## config.mk

```make
export PLATFORM = sky130hd
export DESIGN_NAME = dragon_body_scheduler_flat
export DESIGN_NICKNAME = d
export VERILOG_FILES = /design/src/rtl/dragon_body_scheduler_pkg.sv /design/src/rtl/dragon_body_scheduler_if.sv /design/src/rtl/dragon_body_scheduler_tick.sv /design/src/rtl/dragon_body_scheduler.sv /design/src/flat_wrapper.sv
export SDC_FILE = /design/constraint.sdc
export NUM_CORES = 1
export LEC_CHECK = 0
export ABC_AREA = 1
export CORE_MARGIN = 2
export CORE_UTILIZATION = 50
export CTS_CLUSTER_DIAMETER = 60
export DETAILED_ROUTE_END_ITERATION = 12
export PLACE_DENSITY_LB_ADDON = 0.25
export SKIP_LAST_GASP = 1
export SYNTH_ARGS = -nofsm -noshare
export SYNTH_HDL_FRONTEND = slang
export SYNTH_SLANG_ARGS = --single-unit
```

## constraint.sdc

```tcl
create_clock -name clk -period 1.8 [get_ports clk]
set_clock_uncertainty 0.1 [all_clocks]
set_input_delay 0.54 -clock clk [delete_from_list [all_inputs] [get_ports clk]]
set_output_delay 0.54 -clock clk [all_outputs]
set_load 0.02 [all_outputs]
```

## src/rtl/dragon_body_scheduler_pkg.sv

```systemverilog
// Shared types and constants for the dragon body scheduler.
// DRAGON_SCHED_HEAL_QUEUE_EN widens the pending-heal latch to a 2-bit counter.
package dragon_pkg;

  localparam int DRAGON_MAX_LEN = 7;

  localparam logic [1:0] CMD_MOVE = 2'b00;
  localparam logic [1:0] CMD_HEAL = 2'b01;
  localparam logic [1:0] CMD_HIT  = 2'b10;
  localparam logic [1:0] CMD_IDLE = 2'b11;

  typedef logic [1:0] state_t;
  localparam state_t ST_INIT   = 2'd0;
  localparam state_t ST_RUN    = 2'd1;
  localparam state_t ST_INVULN = 2'd2;
  localparam state_t ST_DEAD   = 2'd3;

`ifdef DRAGON_SCHED_HEAL_QUEUE_EN
  localparam int HEAL_W = 2;
`else
  localparam int HEAL_W = 1;
`endif

endpackage

```

## src/rtl/dragon_body_scheduler_if.sv

```systemverilog
// Game-logic side bundle of the dragon body scheduler.
// master = game/collision logic, slave = scheduler.
interface dragon_body_scheduler_if;

  logic       vsync;
  logic       heal_req;
  logic       hit_req;
  logic       restart;
  logic [1:0] state_cmd;
  logic [5:0] move_counter;
  logic [2:0] length;
  logic       invuln;
  logic       dead;

  modport master (
    output vsync, heal_req, hit_req, restart,
    input  state_cmd, move_counter, length, invuln, dead
  );

  modport slave (
    input  vsync, heal_req, hit_req, restart,
    output state_cmd, move_counter, length, invuln, dead
  );

endinterface

```

## src/rtl/dragon_body_scheduler_tick.sv

```systemverilog
// vsync synchroniser and rising-edge detector.
// frame_tick is high for one clk per vsync rise.
module vsync_tick_gen (
  input  logic clk,
  input  logic reset,
  input  logic vsync,
  output logic frame_tick
);

  logic sync1_q;
  logic sync2_q;
  logic prev_q;

  always_ff @(posedge clk or negedge reset) begin
    if (!reset) begin
      sync1_q <= 1'b0;
      sync2_q <= 1'b0;
      prev_q  <= 1'b0;
    end else begin
      sync1_q <= vsync;
      sync2_q <= sync1_q;
      prev_q  <= sync2_q;
    end
  end

  assign frame_tick = sync2_q & ~prev_q;

endmodule

```

## src/rtl/dragon_body_scheduler.sv

```systemverilog
// Dragon body scheduler: INIT/RUN/INVULN/DEAD FSM issuing one-clk commands.
// Optional DRAGON_SCHED_HEAL_QUEUE_EN queues up to three heal requests.
module dragon_body_scheduler
  import dragon_pkg::*;
#(
  parameter int MAX_LEN      = DRAGON_MAX_LEN,
  parameter int INIT_LEN     = 3,
  parameter int MOVE_PERIOD  = 60,
  parameter int HIT_COOLDOWN = 30
) (
  input  logic                  clk,
  input  logic                  reset,
  dragon_body_scheduler_if.slave bus
);

  localparam logic [2:0] MAX_L   = 3'(MAX_LEN);
  localparam logic [2:0] INIT_L  = 3'(INIT_LEN);
  localparam logic [5:0] MC_LAST = 6'(MOVE_PERIOD - 1);
  localparam logic [5:0] CD_LOAD = 6'(HIT_COOLDOWN);
  localparam logic [HEAL_W-1:0] HEAL_SAT = '1;
  localparam logic [HEAL_W-1:0] HEAL_ONE = HEAL_W'(1);

  logic frame_tick;

  state_t            state_q, state_d;
  logic [1:0]        cmd_q, cmd_d;
  logic [5:0]        mc_q, mc_d;
  logic [2:0]        len_q, len_d;
  logic [5:0]        cd_q, cd_d;
  logic              inv_q, inv_d;
  logic              pend_hit_q, pend_hit_d;
  logic [HEAL_W-1:0] pend_heal_q, pend_heal_d;

  logic live;
  logic hit_take;
  logic heal_eval;
  logic heal_take;
  logic heal_drop;

  vsync_tick_gen u_tick (
    .clk        (clk),
    .reset      (reset),
    .vsync      (bus.vsync),
    .frame_tick (frame_tick)
  );

  // HIT outranks HEAL; at most one command per frame
  assign live      = (state_q == ST_RUN) || (state_q == ST_INVULN);
  assign hit_take  = frame_tick && (state_q == ST_RUN) && pend_hit_q;
  assign heal_eval = frame_tick && live && !hit_take && (pend_heal_q != '0);
  assign heal_take = heal_eval && (len_q < MAX_L);
  assign heal_drop = heal_eval && !heal_take;

  always_comb begin
    state_d     = state_q;
    cmd_d       = CMD_IDLE;
    mc_d        = mc_q;
    len_d       = len_q;
    cd_d        = cd_q;
    inv_d       = inv_q;
    pend_hit_d  = pend_hit_q;
    pend_heal_d = pend_heal_q;

    if (frame_tick && live) begin
      mc_d = (mc_q == MC_LAST) ? 6'd0 : mc_q + 6'd1;
    end

    if (heal_take) begin
      cmd_d = CMD_HEAL;
      len_d = len_q + 3'd1;
    end

    unique case (1'b1)
      (state_q == ST_INIT): begin
        if (len_q < INIT_L) begin
          cmd_d = CMD_HEAL;
          len_d = len_q + 3'd1;
          if (len_q + 3'd1 == INIT_L) state_d = ST_RUN;
        end else begin
          state_d = ST_RUN;
        end
      end
      (state_q == ST_RUN): begin
        if (hit_take) begin
          cmd_d = CMD_HIT;
          len_d = len_q - 3'd1;
          if (len_q == 3'd1) begin
            state_d = ST_DEAD;
          end else begin
            cd_d    = CD_LOAD;
            inv_d   = 1'b1;
            state_d = ST_INVULN;
          end
        end
      end
      (state_q == ST_INVULN): begin
        if (frame_tick) begin
          cd_d = cd_q - 6'd1;
          if (cd_q == 6'd1) begin
            inv_d   = 1'b0;
            state_d = ST_RUN;
          end
        end
      end
      (state_q == ST_DEAD): begin
        if (bus.restart) begin
          len_d   = 3'd0;
          mc_d    = 6'd0;
          inv_d   = 1'b0;
          state_d = ST_INIT;
        end
      end
      default: ;
    endcase

    // A request in the consuming clk re-arms its latch
    pend_hit_d = (pend_hit_q & ~hit_take)
               | (bus.hit_req & (state_q == ST_RUN));

    if (heal_take) pend_heal_d = pend_heal_d - HEAL_ONE;
    if (heal_drop) pend_heal_d = '0;
    if (bus.heal_req && live && pend_heal_d != HEAL_SAT) begin
      pend_heal_d = pend_heal_d + HEAL_ONE;
    end

    if (!live) begin
      pend_hit_d  = 1'b0;
      pend_heal_d = '0;
    end
  end

  always_ff @(posedge clk or negedge reset) begin
    if (!reset) begin
      state_q     <= ST_INIT;
      cmd_q       <= CMD_IDLE;
      mc_q        <= 6'd0;
      len_q       <= 3'd0;
      cd_q        <= 6'd0;
      inv_q       <= 1'b0;
      pend_hit_q  <= 1'b0;
      pend_heal_q <= '0;
    end else begin
      state_q     <= state_d;
      cmd_q       <= cmd_d;
      mc_q        <= mc_d;
      len_q       <= len_d;
      cd_q        <= cd_d;
      inv_q       <= inv_d;
      pend_hit_q  <= pend_hit_d;
      pend_heal_q <= pend_heal_d;
    end
  end

  assign bus.state_cmd    = cmd_q;
  assign bus.move_counter = mc_q;
  assign bus.length       = len_q;
  assign bus.invuln       = inv_q;
  assign bus.dead         = (state_q == ST_DEAD);

endmodule

```

## src/flat_wrapper.sv

```systemverilog
// flat-port wrapper written by rule: the top's interface ports become plain ports
module dragon_body_scheduler_flat import dragon_pkg::*;
#(
  parameter int MAX_LEN      = DRAGON_MAX_LEN,
  parameter int INIT_LEN     = 3,
  parameter int MOVE_PERIOD  = 60,
  parameter int HIT_COOLDOWN = 30
)
  (clk, reset, bus_vsync, bus_heal_req, bus_hit_req, bus_restart, bus_state_cmd, bus_move_counter, bus_length, bus_invuln, bus_dead);
  dragon_body_scheduler_if bus_i ();
  input  logic clk;
  input  logic reset;
  input wire logic [$bits(bus_i.vsync)-1:0] bus_vsync;
  input wire logic [$bits(bus_i.heal_req)-1:0] bus_heal_req;
  input wire logic [$bits(bus_i.hit_req)-1:0] bus_hit_req;
  input wire logic [$bits(bus_i.restart)-1:0] bus_restart;
  output wire logic [$bits(bus_i.state_cmd)-1:0] bus_state_cmd;
  output wire logic [$bits(bus_i.move_counter)-1:0] bus_move_counter;
  output wire logic [$bits(bus_i.length)-1:0] bus_length;
  output wire logic [$bits(bus_i.invuln)-1:0] bus_invuln;
  output wire logic [$bits(bus_i.dead)-1:0] bus_dead;
  assign bus_i.vsync = bus_vsync;
  assign bus_i.heal_req = bus_heal_req;
  assign bus_i.hit_req = bus_hit_req;
  assign bus_i.restart = bus_restart;
  assign bus_state_cmd = bus_i.state_cmd;
  assign bus_move_counter = bus_i.move_counter;
  assign bus_length = bus_i.length;
  assign bus_invuln = bus_i.invuln;
  assign bus_dead = bus_i.dead;
  dragon_body_scheduler #(.MAX_LEN(MAX_LEN), .INIT_LEN(INIT_LEN), .MOVE_PERIOD(MOVE_PERIOD), .HIT_COOLDOWN(HIT_COOLDOWN)) u_core (.clk(clk), .reset(reset), .bus(bus_i));
endmodule
```

==> results.toml <==
[worst_setup_path]
cp_max_fo = 5
critPathKind = "reg -> out"
cp_data_arrival_time_ns = 1.08
crit_slowest_cell = "dfrtp_1"
r2r_start = "u_core.state_q[0]"
crit_start = "u_core.bus.move_counter[0]"
cp_data_required_time_ns = 1.16
cp_slowest_stage_delay_ns = 0.42
crit_family = "flip-flops"
worst-path-buf-inv = 1
crit_path_start_kind = "flip-flop"
crit_chain = "dlygate4sd2_1"
endpoint_kind = "primary output"

[global_route]
busiest_layer = "met2"
grt_max_degree = 26
grtUsageMet1_pct = 26.34
grt_pass1_wl_mm = 5.223
antenna_found_initial = 0
grt_use_met3_pct = 1.919
grt_usage_pct = 18.76
use_met2_pct = 30.43
grt_pass1_vias = 1251
grt-ovfl-total = 0

[finish]
final_cell_mix = "nand2_1 (62), dfrtp_1 (23), inv_1 (20), nor2_1 (20), nand3_1 (18)"
nets = 261
final_area_um2 = 1961
final_common_cell = "nand2_1"
num_antenna_cells = 0
final_layout_size_suffix_gt1_share_pct = 17.01
syn_to_final_growth_pct = 22.81

[routing]
antenna_left = 0
remaining_drc_errors = 0
drt-total-wl_mm = 3.012
vias = 1397
dr.pass1.iters = 4
drt_iter0_markers = 37
wl_per_cell_um = 10.57
viasPerCell = 4.902

[placed_design]
place_congestion = 0.8741
hpwl_mm = 2.396
io_buffers = 18
post_dp_cell_area_um2 = 1937

[timing]
worst_pin_slew_ns = 0.2913
fin_crit_sh_pct = 95.38
slew_headroom_pct = 80.58
finalSetupViolations = 0
rsz0062_at_grt = "yes"
timing.hold.ws_ns = 0.2712
hold_viol = 0
drv_slew = 0
timing.setup.tns_ns = 0
fin_crit_ns = 1.717
fmax_ghz = 0.5825

[synthesis]
synth_top_cell_by_area = "dfrtp_1"
yosysTopAreaCellShare_pct = 36.05
synth_cell_types = 28
avgSynthCellArea_um2 = 7.713
synthTopCellsByArea = "dfrtp_1 (36%), nand2_1 (15%), ha_1 (10%)"
ys_ff_latch = 25
synth_warnings = 0
syn_area_um2 = 1597
synth_cells = 207
ys_seq_area_share_pct = 39.34
syn_nets = 226

[clock_network]
clock-root-buffer = "clkbuf_4"
clockBufferDepth = 2
path_clk_slew_ns = 0.12
cts_tree = "done"
clk-insertion-delay-late_ns = 0.30
numCtsBuffers = 3
h-tree-depth = 1
cts.sinks = 25

[job]
drv_cap = 0

[worst_hold_path]
hold_start = "u_core.u_tick.sync1_q"
hold_path_class = "reg -> reg"

[die]
die_h_um = 60.51
rows = 20
start_util_pct = 52.30
design.core.area_um2 = 3053
ios = 19
die_w_um = 60.51
dieArea_um2 = 3661

[power_and_ir_drop]
power.density_nw_per_um2 = 1643
power.leakage_nw = 1.004
vdd_drop_max_mv = 0.7070

[run_status]
status = "finished, final reports clean"
[cell type report]
| type | count | area, um2 |
|---|---|---|
| Inverter | 26 | 97.59 |
| Clock buffer | 4 | 26.28 |
| Fill cell | 284 | 1092 |
| Timing Repair Buffer | 31 | 262.8 |
| Sequential cell | 25 | 628.1 |
| Tap cell | 44 | 55.05 |
| Multi-Input combinational cell | 155 | 890.9 |
[sequential cells by signal, summed over array words and instances (netlist names)]
| name | count |
|---|---|
| u_core.state_q | 2 |
| u_core.bus.invuln | 1 |
| u_core.pend_heal_q | 1 |
| u_core.u_tick.sync1_q | 1 |
| u_core.bus.length | 3 |
| u_core.bus.move_counter | 6 |
| u_core.bus.state_cmd | 2 |
| u_core.u_tick.sync2_q | 1 |
| u_core.cd_q | 6 |
| u_core.u_tick.prev_q | 1 |
| u_core.pend_hit_q | 1 |
[where the power goes]
| group | internal [mW] | switching [mW] | leakage (nW) |
|---|---|---|---|
| Combinational | 0.815 | 1.23 | 0.678 |
| Clock | 0.0864 | 0.154 | 0.0150 |
| Sequential | 0.792 | 0.146 | 0.311 |
[Yosys cell counts]
library cell	number
or2_0	1
ha_1	13
nor2_8	1
nor2_2	2
nand2_1	62
nor2_1	20
o21bai_1	2
and2_1	1
nand3_2	1
o21ai_2	1
a21oi_4	1
dfstp_2	2
inv_2	3
inv_1	23
dfrtp_1	23
nor2_4	1
nand4_4	1
o211ai_1	1
or2_2	1
a21oi_1	7
nand3_1	18
nand4_1	5
buf_2	1
nand2_2	3
o21ai_0	3
nor3b_1	1
xnor2_1	3
o21ai_1	6
[logic make-up after synthesis]
group	synth area share, %
adder cells (fa/ha/maj)	10.19
XOR/XNOR	1.646
flip-flops	39.34
AND/OR/NAND/NOR	34.41
buffers and inverters	6.426
AO/OA/AOI/OAI	7.994
[metal layers]
metal | routed length (um) | vias to the layer above
met2 | 1363 | 31
met3 | 151 | 2
li1 | - | 724
met5 | 0 | -
met1 | 1478 | 640
met4 | 19 | 0
[through the flow]
step                      power (mW)  setup slack, ns  util [%]  std cells
after detailed placement       3.021         -0.05032     63.44        281
after floorplan                2.345           0.2138         -        207
after global placement         2.978        -0.006457     63.44        281
after global routing           3.556         -0.01735     64.22        285
final                          3.221          0.08311     64.22        285
after CTS                      3.192         -0.09492     63.85        285
[timing repair]
action                     CTS  global route
setup buffers                0             0
gates resized for setup     15            10
setup endpoints to repair   13            19
pin swaps                    0             1
hold buffers                 0             0
cloned                       0             0
[final timing paths]
check	to	slack, ns	depth (start not counted)
min in group asynchronous	u_core.bus.length[0]	0.47	2
max reg2reg	u_core.cd_q[4]	0.13	8
max in group asynchronous	u_core.bus.state_cmd[0]	0.91	2
max	bus_move_counter[0]	0.08	1
min reg2reg	u_core.u_tick.sync2_q	0.27	0
min	u_core.u_tick.sync2_q	0.27	0
No activity file was read; power rests on OpenSTA's default activity.
